### src/rtl/mem_port_arbiter_pkg.sv
// Shared types and constants for the two-port data-memory arbiter.
package mem_port_arbiter_pkg;

  localparam int MEM_DATA_W    = 32;
  localparam int DEFAULT_DEPTH = 128;
  localparam int ADDR_W        = 32;

  // Requester indices: instruction fetch and load/store.
  localparam int PORT_IF = 0;
  localparam int PORT_LS = 1;

  typedef enum logic [1:0] {
    ST_IDLE   = 2'd0,
    ST_ACCESS = 2'd1,
    ST_RESP   = 2'd2
  } arb_state_e;

  // Word addresses at or above the memory depth are out of range.
  function automatic logic addr_oob(input logic [ADDR_W-1:0] addr,
                                    input int unsigned       depth);
    return addr >= ADDR_W'(depth);
  endfunction

endpackage

### src/rtl/mem_port_arbiter_if.sv
// Requester handshakes plus the memory control bus. The arbiter uses the
// slave view; requesters and the memory model sit on the master view.
interface mem_port_arbiter_if
  import mem_port_arbiter_pkg::*;
  ();

  logic                  p0_valid;
  logic                  p0_ready;
  logic                  p0_we;
  logic [ADDR_W-1:0]     p0_addr;
  logic [MEM_DATA_W-1:0] p0_wdata;
  logic                  p0_resp_valid;
  logic [MEM_DATA_W-1:0] p0_resp_rdata;
  logic                  p0_resp_err;

  logic                  p1_valid;
  logic                  p1_ready;
  logic                  p1_we;
  logic [ADDR_W-1:0]     p1_addr;
  logic [MEM_DATA_W-1:0] p1_wdata;
  logic                  p1_resp_valid;
  logic [MEM_DATA_W-1:0] p1_resp_rdata;
  logic                  p1_resp_err;

  logic                  mem_write;
  logic [ADDR_W-1:0]     m_addr;
  logic [MEM_DATA_W-1:0] m_w_data;
  logic [MEM_DATA_W-1:0] m_r_data;

  modport slave (
    input  p0_valid, p0_we, p0_addr, p0_wdata,
    output p0_ready, p0_resp_valid, p0_resp_rdata, p0_resp_err,
    input  p1_valid, p1_we, p1_addr, p1_wdata,
    output p1_ready, p1_resp_valid, p1_resp_rdata, p1_resp_err,
    output mem_write, m_addr, m_w_data,
    input  m_r_data
  );

  modport master (
    output p0_valid, p0_we, p0_addr, p0_wdata,
    input  p0_ready, p0_resp_valid, p0_resp_rdata, p0_resp_err,
    output p1_valid, p1_we, p1_addr, p1_wdata,
    input  p1_ready, p1_resp_valid, p1_resp_rdata, p1_resp_err,
    input  mem_write, m_addr, m_w_data,
    output m_r_data
  );

endinterface

### src/rtl/mem_port_arbiter_rr_arb2.sv
// Two-way round-robin arbiter. A tie goes to the port holding priority; after
// an accepted grant, priority passes to the port that was not granted.
module rr_arb2 (
  input  logic       clk,
  input  logic       rst,
  input  logic [1:0] valid,
  input  logic       accept,
  output logic [1:0] grant
);

  logic prio_q;
  logic prio_d;

  // Winner selection and priority hand-over.
  always_comb begin
    grant  = valid;
    prio_d = prio_q;
    if (valid == 2'b11) begin
      grant = prio_q ? 2'b10 : 2'b01;
    end
    if (accept) begin
      // Port 0 won -> port 1 gets priority, and vice versa.
      prio_d = grant[0];
    end
  end

  // Priority flop; port 0 owns priority out of reset.
  always_ff @(posedge clk or negedge rst) begin
    if (!rst) begin
      prio_q <= 1'b0;
    end else begin
      prio_q <= prio_d;
    end
  end

endmodule

### src/rtl/mem_port_arbiter.sv
// Serialises instruction-fetch and load/store requests onto the data memory.
// Each access is IDLE (grant) -> ACCESS (drive memory) -> RESP (answer).
//
//   state  | meaning
//   IDLE   | waiting for a request; ready offered to the arbitration winner
//   ACCESS | memory driven from cmd registers; write lands on this negedge
//   RESP   | one-cycle response to the owner; read data taken from memory
module mem_port_arbiter
  import mem_port_arbiter_pkg::*;
#(
  parameter int DATA_W = MEM_DATA_W,
  parameter int DEPTH  = DEFAULT_DEPTH
) (
  input  logic               clk,
  input  logic               rst,
  mem_port_arbiter_if.slave  bus
);

  arb_state_e        state_q;
  logic              cmd_owner_q;
  logic              cmd_we_q;
  logic              cmd_err_q;
  logic [ADDR_W-1:0] cmd_addr_q;
  logic [DATA_W-1:0] cmd_wdata_q;
  logic              mem_write_q;
  logic [1:0]        resp_valid_q;
  logic [1:0]        resp_err_q;

  logic              idle;
  logic [1:0]        req_valid;
  logic [1:0]        grant;
  logic [1:0]        ready;
  logic              handshake;
  logic              req_we;
  logic [ADDR_W-1:0] req_addr;
  logic [DATA_W-1:0] req_wdata;
  logic              req_err;
  logic              good_read;

  assign idle      = (state_q == ST_IDLE);
  assign req_valid = {bus.p1_valid, bus.p0_valid} & {2{idle}};

  rr_arb2 u_rr_arb2 (
    .clk    (clk),
    .rst    (rst),
    .valid  (req_valid),
    .accept (handshake),
    .grant  (grant)
  );

  // Ready must read 0 the instant reset asserts, not only after the next edge.
  assign ready     = grant & {2{rst}};
  assign handshake = |ready;

  // Request fields from whichever port wins this cycle.
  always_comb begin
    req_we    = bus.p0_we;
    req_addr  = bus.p0_addr;
    req_wdata = bus.p0_wdata;
    if (grant[PORT_LS]) begin
      req_we    = bus.p1_we;
      req_addr  = bus.p1_addr;
      req_wdata = bus.p1_wdata;
    end
  end

  assign req_err = addr_oob(req_addr, DEPTH);

  // Access sequencer: latch on handshake, drive memory, then respond.
  always_ff @(posedge clk or negedge rst) begin
    if (!rst) begin
      state_q      <= ST_IDLE;
      cmd_owner_q  <= 1'b0;
      cmd_we_q     <= 1'b0;
      cmd_err_q    <= 1'b0;
      cmd_addr_q   <= '0;
      cmd_wdata_q  <= '0;
      mem_write_q  <= 1'b0;
      resp_valid_q <= 2'b00;
      resp_err_q   <= 2'b00;
    end else begin
      case (state_q)
        ST_IDLE: begin
          if (handshake) begin
            state_q     <= ST_ACCESS;
            cmd_owner_q <= grant[PORT_LS];
            cmd_we_q    <= req_we;
            cmd_err_q   <= req_err;
            cmd_addr_q  <= req_addr;
            cmd_wdata_q <= req_wdata;
            // Registered so the enable is clean for the whole ACCESS cycle.
            mem_write_q <= req_we & ~req_err;
          end
        end
        ST_ACCESS: begin
          state_q      <= ST_RESP;
          mem_write_q  <= 1'b0;
          resp_valid_q <= cmd_owner_q ? 2'b10 : 2'b01;
          resp_err_q   <= cmd_owner_q ? {cmd_err_q, 1'b0} : {1'b0, cmd_err_q};
        end
        ST_RESP: begin
          state_q      <= ST_IDLE;
          resp_valid_q <= 2'b00;
          resp_err_q   <= 2'b00;
        end
        default: begin
          state_q      <= ST_IDLE;
          mem_write_q  <= 1'b0;
          resp_valid_q <= 2'b00;
          resp_err_q   <= 2'b00;
        end
      endcase
    end
  end

  // Memory side. Out-of-range commands present address 0 so the memory never
  // sees an index it cannot decode; both sources are flops stable in ACCESS.
  assign bus.mem_write = mem_write_q;
  assign bus.m_addr    = cmd_err_q ? '0 : cmd_addr_q;
  assign bus.m_w_data  = cmd_wdata_q;

  // Memory read data is valid in RESP because it sampled m_addr at the edge
  // that closed ACCESS.
  assign good_read = (state_q == ST_RESP) & ~cmd_we_q & ~cmd_err_q;

  assign bus.p0_ready      = ready[PORT_IF];
  assign bus.p1_ready      = ready[PORT_LS];
  assign bus.p0_resp_valid = resp_valid_q[PORT_IF];
  assign bus.p1_resp_valid = resp_valid_q[PORT_LS];
  assign bus.p0_resp_err   = resp_err_q[PORT_IF];
  assign bus.p1_resp_err   = resp_err_q[PORT_LS];
  assign bus.p0_resp_rdata = (good_read && !cmd_owner_q) ? bus.m_r_data : '0;
  assign bus.p1_resp_rdata = (good_read &&  cmd_owner_q) ? bus.m_r_data : '0;

  // Structural invariants of the sequencer.
  a_ready_onehot: assert property (@(posedge clk) disable iff (!rst)
    !(bus.p0_ready && bus.p1_ready));
  a_write_only_in_access: assert property (@(posedge clk) disable iff (!rst)
    bus.mem_write |-> (state_q == ST_ACCESS));
  a_no_ready_when_busy: assert property (@(posedge clk) disable iff (!rst)
    (state_q != ST_IDLE) |-> !(bus.p0_ready || bus.p1_ready));
  a_resp_only_in_resp: assert property (@(posedge clk) disable iff (!rst)
    (|resp_valid_q) |-> (state_q == ST_RESP));

endmodule

### src/flat_wrapper.sv
// flat-port wrapper written by rule: the top's interface ports become plain ports
module mem_port_arbiter_flat import mem_port_arbiter_pkg::*;
#(
  parameter int DATA_W = MEM_DATA_W,
  parameter int DEPTH  = DEFAULT_DEPTH
)
  (clk, rst, bus_p0_valid, bus_p0_we, bus_p0_addr, bus_p0_wdata, bus_p0_ready, bus_p0_resp_valid, bus_p0_resp_rdata, bus_p0_resp_err, bus_p1_valid, bus_p1_we, bus_p1_addr, bus_p1_wdata, bus_p1_ready, bus_p1_resp_valid, bus_p1_resp_rdata, bus_p1_resp_err, bus_mem_write, bus_m_addr, bus_m_w_data, bus_m_r_data);
  mem_port_arbiter_if bus_i ();
  input  logic clk;
  input  logic rst;
  input wire logic [$bits(bus_i.p0_valid)-1:0] bus_p0_valid;
  input wire logic [$bits(bus_i.p0_we)-1:0] bus_p0_we;
  input wire logic [$bits(bus_i.p0_addr)-1:0] bus_p0_addr;
  input wire logic [$bits(bus_i.p0_wdata)-1:0] bus_p0_wdata;
  output wire logic [$bits(bus_i.p0_ready)-1:0] bus_p0_ready;
  output wire logic [$bits(bus_i.p0_resp_valid)-1:0] bus_p0_resp_valid;
  output wire logic [$bits(bus_i.p0_resp_rdata)-1:0] bus_p0_resp_rdata;
  output wire logic [$bits(bus_i.p0_resp_err)-1:0] bus_p0_resp_err;
  input wire logic [$bits(bus_i.p1_valid)-1:0] bus_p1_valid;
  input wire logic [$bits(bus_i.p1_we)-1:0] bus_p1_we;
  input wire logic [$bits(bus_i.p1_addr)-1:0] bus_p1_addr;
  input wire logic [$bits(bus_i.p1_wdata)-1:0] bus_p1_wdata;
  output wire logic [$bits(bus_i.p1_ready)-1:0] bus_p1_ready;
  output wire logic [$bits(bus_i.p1_resp_valid)-1:0] bus_p1_resp_valid;
  output wire logic [$bits(bus_i.p1_resp_rdata)-1:0] bus_p1_resp_rdata;
  output wire logic [$bits(bus_i.p1_resp_err)-1:0] bus_p1_resp_err;
  output wire logic [$bits(bus_i.mem_write)-1:0] bus_mem_write;
  output wire logic [$bits(bus_i.m_addr)-1:0] bus_m_addr;
  output wire logic [$bits(bus_i.m_w_data)-1:0] bus_m_w_data;
  input wire logic [$bits(bus_i.m_r_data)-1:0] bus_m_r_data;
  assign bus_i.p0_valid = bus_p0_valid;
  assign bus_i.p0_we = bus_p0_we;
  assign bus_i.p0_addr = bus_p0_addr;
  assign bus_i.p0_wdata = bus_p0_wdata;
  assign bus_p0_ready = bus_i.p0_ready;
  assign bus_p0_resp_valid = bus_i.p0_resp_valid;
  assign bus_p0_resp_rdata = bus_i.p0_resp_rdata;
  assign bus_p0_resp_err = bus_i.p0_resp_err;
  assign bus_i.p1_valid = bus_p1_valid;
  assign bus_i.p1_we = bus_p1_we;
  assign bus_i.p1_addr = bus_p1_addr;
  assign bus_i.p1_wdata = bus_p1_wdata;
  assign bus_p1_ready = bus_i.p1_ready;
  assign bus_p1_resp_valid = bus_i.p1_resp_valid;
  assign bus_p1_resp_rdata = bus_i.p1_resp_rdata;
  assign bus_p1_resp_err = bus_i.p1_resp_err;
  assign bus_mem_write = bus_i.mem_write;
  assign bus_m_addr = bus_i.m_addr;
  assign bus_m_w_data = bus_i.m_w_data;
  assign bus_i.m_r_data = bus_m_r_data;
  mem_port_arbiter #(.DATA_W(DATA_W), .DEPTH(DEPTH)) u_core (.clk(clk), .rst(rst), .bus(bus_i));
endmodule
### config.mk
export PLATFORM = sky130hd
export DESIGN_NAME = mem_port_arbiter_flat
export DESIGN_NICKNAME = d
export VERILOG_FILES = /design/src/rtl/mem_port_arbiter_pkg.sv /design/src/rtl/mem_port_arbiter_if.sv /design/src/rtl/mem_port_arbiter_rr_arb2.sv /design/src/rtl/mem_port_arbiter.sv /design/src/flat_wrapper.sv
export SDC_FILE = /design/constraint.sdc
export NUM_CORES = 1
export LEC_CHECK = 0
export BUFFER_PORTS_ARGS = -buffer_cell sky130_fd_sc_hd__buf_2
export CAP_MARGIN = 20
export CORE_AREA = 5 5 114 116
export DETAILED_ROUTE_END_ITERATION = 16
export DIE_AREA = 0 0 119 121
export GPL_TIMING_DRIVEN = 0
export PLACE_DENSITY = 0.74
export SLEW_MARGIN = 15
export SYNTH_ARGS = -nofsm -noshare
export SYNTH_HDL_FRONTEND = slang
export SYNTH_SLANG_ARGS = --single-unit
### constraint.sdc
create_clock -name clk -period 2.4 [get_ports clk]
set_clock_uncertainty 0.2 [all_clocks]
set_input_delay 0 -clock clk [delete_from_list [all_inputs] [get_ports clk]]
set_output_delay 0 -clock clk [all_outputs]
set_load 0.02 [all_outputs]
# Word-level counts from Yosys, hierarchy flattened

Index checks and enable logic that the tools add are counted.

Word-level logic and storage cells: 47
Bits of input ports: 166
ROM bits: 0
Flip-flop bits (word level): 75
Bits in latches: 0
Output and inout bits: 135
Memory bits (writable): 0
Memories kept: 0

Reductions and logical operators: 7
Div/mod/pow operators: 0
Mux-type cells: 16
Equality and inequality tests: 4
Shifts and indexed selects: 0
Order comparisons: 1
Multiply operators: 0
Add/sub/neg operators: 0
Bitwise gates (word level): 9

Operator list:

| kind                | number |
|---|---|
| $mux 32             | 5 |
| $ge 32x8->1 const B | 1 |
| $pmux 2 s2          | 3 |
| $mux 2              | 5 |
| $and 2x2->2         | 2 |
| $eq 2x2->1 const B  | 2 |
| $not 1->1           | 4 |
| $reduce_and 2->1    | 2 |
| $and 1x1->1         | 3 |
| $eq 2x1->1 const B  | 1 |
| $logic_and 1x1->1   | 2 |
| $logic_not 2->1     | 1 |
| $mux 1              | 2 |
| $ne 2x2->1 const B  | 1 |
| $pmux 1 s2          | 1 |
| $reduce_or 2->1     | 1 |
| $logic_not 1->1     | 1 |

# Depth between registers and ports, before layout

Gate-level depths: netlist (run 1).

Depth after elaboration: 10
Gate-level depth with buffers: 6
Depth with buffers taken out: 5

# Cells and area by module

From an unflattened synthesis (run 1), not the netlist that was laid out.

Cells, all modules: 458
Area total of the unflattened synthesis: 4325.4 sq um

Modules (own cells, without submodules):

| module           | times used | sequential area each (sq um) | area an instance (sq um) | cells each |
|---|---|---|---|---|
| mem_port_arbiter | 1          | 1851.8                       | 4262.8                   | 453 |
| rr_arb2          | 1          | 25.0                         | 62.6                     | 5 |

# Worst setup path after synthesis (run 1)

No wires, ideal clock.

Path type: reg-to-reg
Start: register u_core.state_q[1]
End: register u_core.mem_write_q, in the netlist u_core.bus.mem_write
Path buffers: 0
Setup time: 0.082 ns
Stages on the path, launching flop included: 5
Data required time: 2.118 ns
Arrival: 1.371 ns
Clock period less this slack: 1.652 ns
Path slack: 0.748 ns
Path through: dfrtp_1 > nor2_2 > nand3_2 > or4_1 > a31oi_1

Word-level cells in the longest chain between the ends: 10
Elaborated cells between the ends (all ways): 17
Those cells by class: order compare (1); eq/ne (3); mux (5); bitwise (5); reduce/logical (3)

Ends and longest elaborated chain:

| item                   | RTL line                                       | source |
|---|---|---|
| from (decl)            | mem_port_arbiter.sv:19                         | `arb_state_e state_q;` |
| from (signal assigned) | mem_port_arbiter.sv:72                         | `state_q <= ST_IDLE;` |
| from (signal assigned) | mem_port_arbiter.sv:85                         | `state_q <= ST_ACCESS;` |
| from (signal assigned) | mem_port_arbiter.sv:96                         | `state_q <= ST_RESP;` |
| $logic_not 2->1        | mem_port_arbiter.sv:40, mem_port_arbiter.sv:82 |  |
| $and 2x2->2            | mem_port_arbiter.sv:41                         | `assign req_valid = {bus.p1_valid, bus.p0_valid} & {2{idle}};` |
| $eq 2x2->1             | mem_port_arbiter_rr_arb2.sv:18                 | `if (valid == 2'b11) begin` |
| $mux 2                 | mem_port_arbiter_rr_arb2.sv:18                 |  |
| $mux 32                | mem_port_arbiter.sv:60                         | `if (grant[PORT_LS]) begin` |
| $ge 32x8->1            | mem_port_arbiter_pkg.sv:21                     | `return addr >= ADDR_W'(depth);` |
| $not 1->1              | mem_port_arbiter.sv:92                         | `mem_write_q <= req_we & ~req_err;` |
| $and 1x1->1            | mem_port_arbiter.sv:92                         |  |
| $mux 1                 | mem_port_arbiter.sv:84                         | `if (handshake) begin` |
| $pmux 1 s2             | mem_port_arbiter.sv:82                         | `case (state_q)` |
| to (signal assigned)   | mem_port_arbiter.sv:92                         |  |
| to (decl)              | mem_port_arbiter.sv:25                         | `logic mem_write_q;` |

Several ways; a longest one is shown, not always the timed one. The select of a mux whose other input is x is not followed.
A chain may end at the register's enable or synchronous reset.

# Final worst setup path (run 1)

Start: input port bus_p1_addr[8]
End: register u_core.mem_write_q, in the netlist u_core.bus.mem_write

Word-level cells in the longest chain between the ends: 6

Ends and longest elaborated chain:

| item        | RTL line                   | source |
|---|---|---|
| from (decl) | flat_wrapper.sv:21         | `input wire logic [$bits(bus_i.p1_addr)-1:0] bus_p1_addr;` |
| $mux 32     | mem_port_arbiter.sv:60     |  |
| $ge 32x8->1 | mem_port_arbiter_pkg.sv:21 |  |
| $not 1->1   | mem_port_arbiter.sv:92     |  |
| $and 1x1->1 | mem_port_arbiter.sv:92     |  |
| $mux 1      | mem_port_arbiter.sv:84     |  |
| $pmux 1 s2  | mem_port_arbiter.sv:82     |  |

Every way passes these cells. The select of a mux whose other input is x is not followed.

==> flow_metrics.env, run 1 <==
export IMPL_violations="hold timing"
export IMPL_startpoint="bus_p1_addr[8]"
export IMPL_syn_to_final_growth_pct=88.1
export IMPL_ys_seq_area_share_pct=45.8
export IMPL_synth_avg_cell_area_um2=7.82
export IMPL_synthFlopType="dfrtp_1"
export IMPL_drt_first_pass_iters=6
export IMPL_yosysMostFrequentCell="nand2_1"
export IMPL_finalSetupViolations=0
export IMPL_critPathMaxStageDelay_ns=0.59
export IMPL_htreeDepth=3
export IMPL_grt_pass1_vias=5999
export IMPL_netlist_top_cells_count="nand2_1 (135), dfrtp_1 (75), nor2_1 (72)"
export IMPL_r2r_start="u_core.state_q[1]$_DFFE_PN0N_"
export IMPL_cts_made_buffers=9
export IMPL_critPathCapture="u_core.bus.mem_write$_DFFE_PN0P_"
export IMPL_topRoutingLayerUsed="met4"
export IMPL_fin_nets=1151
export IMPL_peakVddDrop_uv=356
export IMPL_finalCritPeriodShare_pct=96.1
export IMPL_seq_area_mm2=0.00188
export IMPL_crit_top_cell="dlygate4sd3_1"
export IMPL_die_h_um=121
export IMPL_max_slew_margin_rel_pct=57.3
export IMPL_synth_top_area_cell="dfrtp_1"
export IMPL_finalCriticalPeriod_ns=2.31
export IMPL_wl_met2_um=10500
export IMPL_grt_pass1_wl_um=31100
export IMPL_ys_seq_elements=75
export IMPL_final_max_slew_viol_count=0
export IMPL_start_util_pct=34.7
export IMPL_reg2reg_slack_ns=0.17
export IMPL_p_leak_nw=3.95
export IMPL_tns_ns=0
export IMPL_wl_met3_um=1600
export IMPL_final_hold_viol_count=2
export IMPL_grt_ovfl_total=0
export IMPL_num_fill_cells=949
export IMPL_clock_latency_ns=0.33
export IMPL_dieArea_mm2=0.0144
export IMPL_drc=0
export IMPL_postSynth_asyncResetShare_pct=100
export IMPL_syn_num_nets=690
export IMPL_core_area_mm2=0.0118
export IMPL_reg2reg_depth=6
export IMPL_slowest_stage="dlygate4sd3_1"
export IMPL_cts_tree="built"
export IMPL_root_buffer="clkbuf_16"
export IMPL_synth_top_area_share_pct=45.8
export IMPL_synthesis_instances=524
export IMPL_clockBufferDepth=2
export IMPL_vias_per_cell=5.11
export IMPL_place_congestion=0.912
export IMPL_clock_sinks=75
export IMPL_synth_edff_count=0
export IMPL_num_vias=5827
export IMPL_portBuffers=300
export IMPL_drv_cap=0
export IMPL_multi_input_area_mm2=0.00209
export IMPL_cp_end_kind="register"
export IMPL_path_cells="dlygate4sd3_1 > buf_2 > nor4_4 > nand3_1 > dlygate4sd3_1 > or4_1 > a31oi_1"
export IMPL_antenna_found_initial=1
export IMPL_ant_nets=0
export IMPL_rows=40
export IMPL_hold_slack_ns=-0.0245
export IMPL_cts_reportedPaths_clkPinSlew_ns=0.06
export IMPL_worstMarginPinSlew_ns=0.641
export IMPL_synth_area_mm2=0.00410
export IMPL_critPathArrivalTime_ns=2.36
export IMPL_timing_rr_end="u_core.cmd_err_q$_DFFE_PN0P_"
export IMPL_min_delay_path_class="input port to register"
export IMPL_drt_total_wl_um=20700
export IMPL_criticalPathCategory="input port to register"
export IMPL_outcome="complete, but fails checks"
export IMPL_critPathMaxFanout=2
export IMPL_finalPower_mw=5.21
export IMPL_powerDensity_mw_per_mm2=676
export IMPL_synth_area_leaders="dfrtp_1 (46%), nand2_1 (12%), a31oi_1 (10%)"
export IMPL_drt_iter0_markers=385
export IMPL_wire_per_inst_um=18.1
export IMPL_synth_distinct_cells=27
export IMPL_die_x_um=119
export IMPL_yosys_warnings=0
export IMPL_crit_path_start_kind="input port"
export IMPL_final_layout_size_suffix_gt1_share_pct=35.7
export IMPL_cp_required_ns=2.45
export IMPL_fmax_ghz=0.434
export IMPL_pin_count=301
export IMPL_post_dp_hpwl_um=13200
export IMPL_track_usage_pct=27.3
export IMPL_grt_max_degree=51
export IMPL_m1WireLength_um=7300
cell usage in the layout (no fill, tap or decap), types with 2 or more instances in the layout:
master and instances:
clkbuf_2 3, a21oi_1 3, nor4_1 8, buf_16 2, dlygate4sd3_1 136, nand3_1 2, clkinv_2 3, dfrtp_1 75
buf_4 6, buf_2 313, nor4_4 3, inv_1 3, nand4_1 2, mux2i_1 2, nor2b_1 32, clkbuf_16 9
nor2_1 72, and3_1 4, nor3_1 3, nand2_1 135, buf_12 7, clkbuf_1 21, inv_2 2, and2_1 64
a31oi_1 66, diode_2 4
sequential cells by signal (all words and copies together), names as in the netlist:
register and flops:
u_core.bus.mem_write 1, u_core.u_rr_arb2.prio_q 1, u_core.state_q 2, u_core.resp_err_q 2, u_core.cmd_we_q 1, u_core.bus.m_w_data 32, u_core.resp_valid_q 2, u_core.cmd_addr_q 32
u_core.cmd_err_q 1, u_core.cmd_owner_q 1
worst min-delay path by stage:
stage,from,to,slack [ns],cells after the start
after floorplan,rst,u_core.bus.m_w_data[0]$_DFFE_PN0P_,-0.50,0
after global placement,bus_p1_wdata[12],u_core.bus.m_w_data[12]$_DFFE_PN0P_,0.06,3
after detailed placement,rst,u_core.cmd_addr_q[4]$_DFFE_PN0P_,-0.26,1
after CTS,bus_p1_valid,u_core.cmd_err_q$_DFFE_PN0P_,0.03,4
after global routing,bus_p1_valid,u_core.bus.mem_write$_DFFE_PN0P_,0.03,4
final,bus_p1_valid,u_core.bus.mem_write$_DFFE_PN0P_,-0.02,4
logic make-up (layout without fill, tap and decap cells):
family	count (synthesis)	after routing	share of synthesized area, %
multiplexers	2	2	0.488
buffers and inverters	43	508	4.40
AO/OA/AOI/OAI	73	73	11.1
other	0	4	0
flip-flops	75	75	45.8
AND/OR/NAND/NOR	331	331	38.2
through the flow:
step           hold slack [ns]  area (µm²)  cells  worst slack, ns  util, %
2_1_floorplan           -0.496        4100    524            0.748        -
3_3_place_gp            0.0563        5780    971           -0.968     49.0
3_5_place_dp            -0.255        5810    972            0.111     49.2
4_1_cts                 0.0335        7600   1131          -0.0822     64.4
5_1_grt                 0.0262        7700   1137          -0.0126     65.2
6_report               -0.0245        7710   1140           0.0942     65.3
final cells by class:
type	instances	share of cell area, %
buffer	38	2.17
antenna	4	0.130
inverter	5	0.243
sequential	75	24.3
clock buffer	12	3.20
multi-input combinational	406	27.2
timing repair buffer	450	40.2
clock inverter	3	0.195
tap	147	2.39
critical path: cells and delay by family:
kind            cells  cell delay, ns
buf+inv             3            1.30
simple gates        3            0.87
compound gates      1            0.18
routing by layer:
metal	vias to the layer above	track usage [%]
li1	2664	-
met1	2644	29.0
met2	406	49.2
met3	113	5.36
met4	0	17.8
met5	-	0
where the power goes:
group	leakage [nW]	total (mW)	switching [mW]	internal [mW]
registers	0.845	1.80	0.197	1.61
logic	2.97	2.17	1.31	0.868
clock network	0.132	1.23	0.515	0.718
total	3.95	5.21	2.02	3.19
timing repair:
action	CTS	global route
pin swaps	0	2
endpoints found under the hold margin	142	0
endpoints found under the setup margin	60	66
hold buffers	144	0
buffers inserted	0	5
gates resized for setup	0	15
Power figures use the tool's default switching activity.
==> inputs of run 2 (changes only) <==
HOLD_SLACK_MARGIN = 0.06   (was unset)
RECOVER_POWER = 25   (was unset)
==> run 2 against run 1 <==
The flow now finishes without violations. Clock power hardly changed. Final cell count decreased by 0.26%. Via count down 0.81%. Design area fell by 1.4%. Die area stayed put. Wire length shrank 0.83%. Core utilization fell by 0.94 points. Sequential share of layout area is 0.36 points higher. Register-to-register slack barely moved. First-iteration DRC count fell by 11%. Maximum frequency fell by 0.47%. Sequential power about the same. Critical endpoint unchanged.
==> flow_metrics.env, run 2 (synthesized netlist as in run 1, its figures left out) <==
export IMPL_final_cell_mix="buf_2 (294), nand2_1 (135), dlygate4sd3_1 (135)"
export IMPL_syn_to_final_growth_pct=85.4
export IMPL_hold_depth=3
export IMPL_pre_cts_ws_ns=0.111
export IMPL_final_common_cell="buf_2"
export IMPL_holdCritStartpoint="bus_m_r_data[27]"
export IMPL_clock_sinks=75
export IMPL_criticalPathCategory="input port to register"
export IMPL_dieArea_mm2=0.0144
export IMPL_place_congestion=0.912
export IMPL_drt_iter0_markers=342
export IMPL_fmax_ghz=0.432
export IMPL_p_int_mw=3.16
export IMPL_grtUsageMet2_pct=49.3
export IMPL_finalCriticalPeriod_ns=2.32
export IMPL_wire_per_inst_um=18.0
export IMPL_r2r_start="u_core.state_q[1]$_DFFE_PN0N_"
export IMPL_dp_cells=972
export IMPL_rows=40
export IMPL_ant_nets=0
export IMPL_cts_tree="built"
export IMPL_final_hold_viol_count=0
export IMPL_worst_hold_path_endpoint="bus_p0_resp_rdata[27]"
export IMPL_pin_count=301
export IMPL_cp_required_ns=2.44
export IMPL_power_frac_comb_pct=41.2
export IMPL_finalSetupViolations=0
export IMPL_grt_pass1_wl_um=31000
export IMPL_num_vias=5780
export IMPL_fin_cells=1137
export IMPL_critPathArrivalTime_ns=2.36
export IMPL_antenna_found_initial=0
export IMPL_gr_max_usage_layer="met2"
export IMPL_vias_per_cell=5.08
export IMPL_startpoint="bus_p1_addr[8]"
export IMPL_drc=0
export IMPL_root_buffer="clkbuf_16"
export IMPL_max_slew_margin_rel_pct=14.5
export IMPL_drt_first_pass_iters=7
export IMPL_post_dp_hpwl_um=13200
export IMPL_use_met3_pct=5.45
export IMPL_sw_frac_of_total_pct=38.9
export IMPL_worstMarginPinSlew_ns=1.28
export IMPL_tns_ns=0
export IMPL_final_layout_size_suffix_gt1_share_pct=33.5
export IMPL_peakVddDrop_uv=353
export IMPL_met1_usage_pct=28.8
export IMPL_track_usage_pct=27.2
export IMPL_reg2reg_slack_ns=0.16
export IMPL_reg2reg_depth=6
export IMPL_powerDensity_mw_per_mm2=680
export IMPL_fin_nets=1150
export IMPL_setup_slack_ns=0.0833
export IMPL_min_delay_path_class="input port to output pin"
export IMPL_cts_made_buffers=9
export IMPL_htreeDepth=3
export IMPL_dpl_instance_area_mm2=0.00581
export IMPL_grt_max_degree=51
export IMPL_critPathMaxFanout=2
export IMPL_core_area_mm2=0.0118
export IMPL_hold_slack_ns=0.135
export IMPL_p_sw_mw=2.01
export IMPL_outcome="finished, final reports clean"
export IMPL_cts_reportedPaths_clkPinSlew_ns=0.06
export IMPL_timing_rr_end="u_core.bus.mem_write$_DFFE_PN0P_"
export IMPL_finalCritPeriodShare_pct=96.5
export IMPL_final_max_slew_viol_count=0
export IMPL_grt_pass1_vias=6000
export IMPL_drv_cap=0
export IMPL_p_leak_nw=3.87
export IMPL_drt_total_wl_um=20500
export IMPL_die_h_um=121
export IMPL_p_seq_share_pct=35.0
export IMPL_start_util_pct=34.7
export IMPL_final_cell_area_mm2=0.00760
export IMPL_die_x_um=119
export IMPL_cp_end_kind="register"
export IMPL_clockBufferDepth=2
export IMPL_grt_ovfl_total=0
export IMPL_finalPower_mw=5.17
export IMPL_clkPwrFrac_pct=23.9
export IMPL_crit_path_start_kind="input port"
export IMPL_final_util_pct=64.3
export IMPL_portBuffers=300
export IMPL_clock_latency_ns=0.32
[run 2: cell count changes in the layout (fill, tap and decap cells not counted), sizes merged]
cell	before	now
clkbuf	35	58
buf	329	306
dlygate4sd3	136	135
diode	4	2
[run 2: power by group through the flow]
stage	registers [mW]	clock network (mW)	logic (mW)
after floorplan	1.99	0	0.936
final	1.81	1.23	2.13
after detailed placement	1.80	0	1.90
after global routing	1.85	1.30	2.30
after CTS	1.79	1.26	2.11
after global placement	1.80	0	1.88
[run 2: layout make-up]
type	count	area [µm²]
Clock buffer	12	246
Sequential cell	75	1880
Antenna cell	2	5.00
Clock inverter	3	15.0
Inverter	5	18.8
Fill cell	978	4210
Buffer	38	166
Multi-Input combinational cell	406	2070
Tap cell	147	184
Timing Repair Buffer	449	3020
[run 2: how the worst max path moves through the flow]
stage,endpoint,cells past startpoint
2_1_floorplan,u_core.bus.mem_write$_DFFE_PN0P_,4
3_3_place_gp,u_core.cmd_addr_q[4]$_DFFE_PN0P_,6
3_5_place_dp,u_core.bus.m_w_data[7]$_DFFE_PN0P_,7
4_1_cts,bus_p1_resp_rdata[29],5
5_1_grt,bus_p1_resp_rdata[26],6
6_report,u_core.bus.mem_write$_DFFE_PN0P_,7
[run 2: critical path, cell delays in order]
cell           delay [ns]
dlygate4sd3_1        0.55
buf_2                0.15
nor4_2               0.36
nand3_1              0.12
dlygate4sd3_1        0.60
or4_1                0.41
a31oi_1              0.18
[run 2: per-layer routing]
metal | vias to the layer above | wire, µm
met5 | - | 0
met4 | 0 | 1220
met3 | 102 | 1560
met2 | 380 | 10500
met1 | 2644 | 7250
li1 | 2654 | -
[run 2: timing repair]
action                                  in CTS  in global routing
pin swaps                                    0                  2
gates resized for setup                      0                 11
hold buffers                               144                  0
endpoints found under the setup margin      60                 64
hold endpoints to repair                   142                  0
buffers inserted                             0                  4
==> inputs of run 3 (changes only) <==
BUFFER_PORTS_ARGS = -buffer_cell sky130_fd_sc_hd__buf_4   (was -buffer_cell sky130_fd_sc_hd__buf_2)
==> run 3 against run 2 <==
The flow now finishes with violations (hold timing). Register-to-register slack is essentially flat. Flip-flop and latch count is the same. Design area grew 8.4%. Via count shrank 0.61%. Count of clock-buffer cells in the layout is the same. Clock power grew 7%. Largest cell class unchanged. Highest routed layer unchanged.
==> flow_metrics.env, run 3 (synthesized netlist as in run 1, its figures left out) <==
export IMPL_outcome="complete, but fails checks"
export IMPL_violations="hold timing"
export IMPL_final_hold_viol_count=75
export IMPL_cts_hold_buf=135
export IMPL_core_area_mm2=0.0118
export IMPL_p_leak_nw=4.04
export IMPL_finalCriticalPeriod_ns=2.29
export IMPL_cp_end_kind="register"
export IMPL_reg2reg_slack_ns=0.15
export IMPL_wl_met2_um=11000
export IMPL_grt_ovfl_total=0
export IMPL_critPathMaxStageDelay_ns=0.59
export IMPL_cp_required_ns=2.45
export IMPL_die_h_um=121
export IMPL_min_delay_path_class="input port to asynchronous set/reset pin"
export IMPL_ant_nets=0
export IMPL_antenna_found_initial=3
export IMPL_drc=0
export IMPL_grt_pass1_vias=6083
export IMPL_grt_pass1_wl_um=32100
export IMPL_fin_nets=1140
export IMPL_fmax_ghz=0.437
export IMPL_max_slew_margin_rel_pct=52.4
export IMPL_drv_cap=0
export IMPL_cts_reportedPaths_clkPinSlew_ns=0.06
export IMPL_num_fill_cells=956
export IMPL_setup_slack_ns=0.114
export IMPL_cp_top_family="buffers and inverters"
export IMPL_r2r_start="u_core.state_q[1]$_DFFE_PN0N_"
export IMPL_cp_depth=7
export IMPL_p_sw_mw=2.06
export IMPL_grt_max_degree=77
export IMPL_rows=40
export IMPL_hold_slack_ns=-0.500
export IMPL_cp_buffers_inverters=3
export IMPL_drt_total_wl_um=20900
export IMPL_portBuffers=300
export IMPL_worstMarginPinSlew_ns=0.714
export IMPL_wire_per_inst_um=18.5
export IMPL_clock_sinks=75
export IMPL_finalPower_mw=5.56
export IMPL_drt_first_pass_iters=5
export IMPL_crit_top_cell="dlygate4sd3_1"
export IMPL_power_frac_comb_pct=43.7
export IMPL_final_cell_area_mm2=0.00824
export IMPL_drt_iter0_markers=353
export IMPL_place_congestion=0.894
export IMPL_pre_cts_ws_ns=-0.250
export IMPL_num_vias=5745
export IMPL_dpl_instance_area_mm2=0.00654
export IMPL_cts_made_buffers=9
export IMPL_post_dp_hpwl_um=13700
export IMPL_critPathCapture="u_core.bus.mem_write$_DFFE_PN0P_"
export IMPL_critPathArrivalTime_ns=2.34
export IMPL_m1WireLength_um=7120
export IMPL_syn_to_final_growth_pct=101
export IMPL_path_cells="dlygate4sd3_1 > buf_4 > nor4_1 > nand3_1 > dlygate4sd3_1 > or4_1 > a31oi_1"
export IMPL_start_util_pct=34.7
export IMPL_die_x_um=119
export IMPL_topRoutingLayerUsed="met4"
export IMPL_final_common_cell="buf_4"
export IMPL_pin_count=301
export IMPL_finalCritPeriodShare_pct=95.3
export IMPL_powerDensity_mw_per_mm2=675
export IMPL_sw_frac_of_total_pct=37.1
export IMPL_wl_met3_um=1760
export IMPL_clkPwrFrac_pct=23.6
export IMPL_vias_per_cell=5.09
export IMPL_reg2reg_depth=7
export IMPL_slowest_stage="dlygate4sd3_1"
export IMPL_critPathMaxFanout=2
export IMPL_criticalPathCategory="input port to register"
export IMPL_startpoint="bus_p1_addr[8]"
export IMPL_timing_rr_end="u_core.cmd_addr_q[9]$_DFFE_PN0P_"
export IMPL_peakVddDrop_uv=404
export IMPL_track_usage_pct=28.0
export IMPL_final_cell_mix="buf_4 (304), nand2_1 (135), dlygate4sd3_1 (135)"
export IMPL_crit_path_start_kind="input port"
export IMPL_dieArea_mm2=0.0144
export IMPL_p_int_mw=3.50
export IMPL_p_seq_share_pct=32.7
export IMPL_clockBufferDepth=2
export IMPL_clock_latency_ns=0.33
export IMPL_cts_tree="built"
export IMPL_final_layout_size_suffix_gt1_share_pct=35.1
export IMPL_root_buffer="clkbuf_16"
export IMPL_finalSetupViolations=0
export IMPL_final_max_slew_viol_count=0
export IMPL_htreeDepth=3
## run 3: cell types whose count changed in the layout (fill, tap and decap cells not counted), moves of 2 or more
cell	previous run	this run
buf_4	5	304
buf_2	294	14
clkbuf_1	43	20
buf_12	6	0
diode_2	2	4
## run 3: worst min-delay path by stage
stage               start  depth (start not counted)                                 end
finish                rst                          1    u_core.cmd_addr_q[5]$_DFFE_PN0P_
global route          rst                          1    u_core.cmd_addr_q[5]$_DFFE_PN0P_
CTS                   rst                          1    u_core.cmd_addr_q[5]$_DFFE_PN0P_
detailed placement    rst                          1    u_core.cmd_addr_q[5]$_DFFE_PN0P_
global placement      rst                          1    u_core.cmd_addr_q[4]$_DFFE_PN0P_
floorplan             rst                          0  u_core.bus.m_w_data[0]$_DFFE_PN0P_
## run 3: per-stage QoR
stage	instances	utilization, %	setup TNS [ns]
floorplan	524	-	0
global placement	971	55.3	-11.99
detailed placement	971	55.3	-13.72
CTS	1121	69.1	0
global route	1128	69.7	-0.00378
finish	1129	69.7	0
## run 3: timing repair
action / CTS / global route
endpoints found under the hold margin: 144 / 75
pin swaps: 0 / 0
buffers inserted: 0 / 4
gates resized for setup: 1 / 14
setup endpoints to repair: 1 / 62
## run 3: final cells by class
cell class	instances	area [µm²]	share of cell area [%]
Multi-Input combinational cell	406	2060	25.0
Timing Repair Buffer	439	3640	44.2
Buffer	38	174	2.11
Tap cell	147	184	2.23
Clock inverter	3	40.0	0.486
Inverter	5	18.8	0.228
Clock buffer	12	236	2.87
Sequential cell	75	1880	22.8
Antenna cell	4	10.0	0.122
## run 3: power by group through the flow
stage | clock network, mW | registers [mW] | logic, mW
after floorplan | 0 | 1.99 | 0.936
after global placement | 0 | 1.80 | 2.16
after detailed placement | 0 | 1.81 | 2.17
after CTS | 1.33 | 1.79 | 2.36
after global routing | 1.38 | 1.86 | 2.61
final | 1.31 | 1.82 | 2.43
## run 3: metal layers
metal / track usage (%) / vias up
li1: - / 2641
met1: 29.4 / 2692
met2: 51.0 / 327
met3: 6.76 / 85
met4: 15.9 / 0
met5: 0 / -
## run 3: worst reg2reg max path, stage by stage (launching register included)
cell and delay, ns:
dfrtp_1 0.45, nor2_2 0.19, o211ai_1 0.23, inv_2 0.23
buf_4 0.15, clkbuf_1 0.40, nor2_1 0.13, a31oi_1 0.18
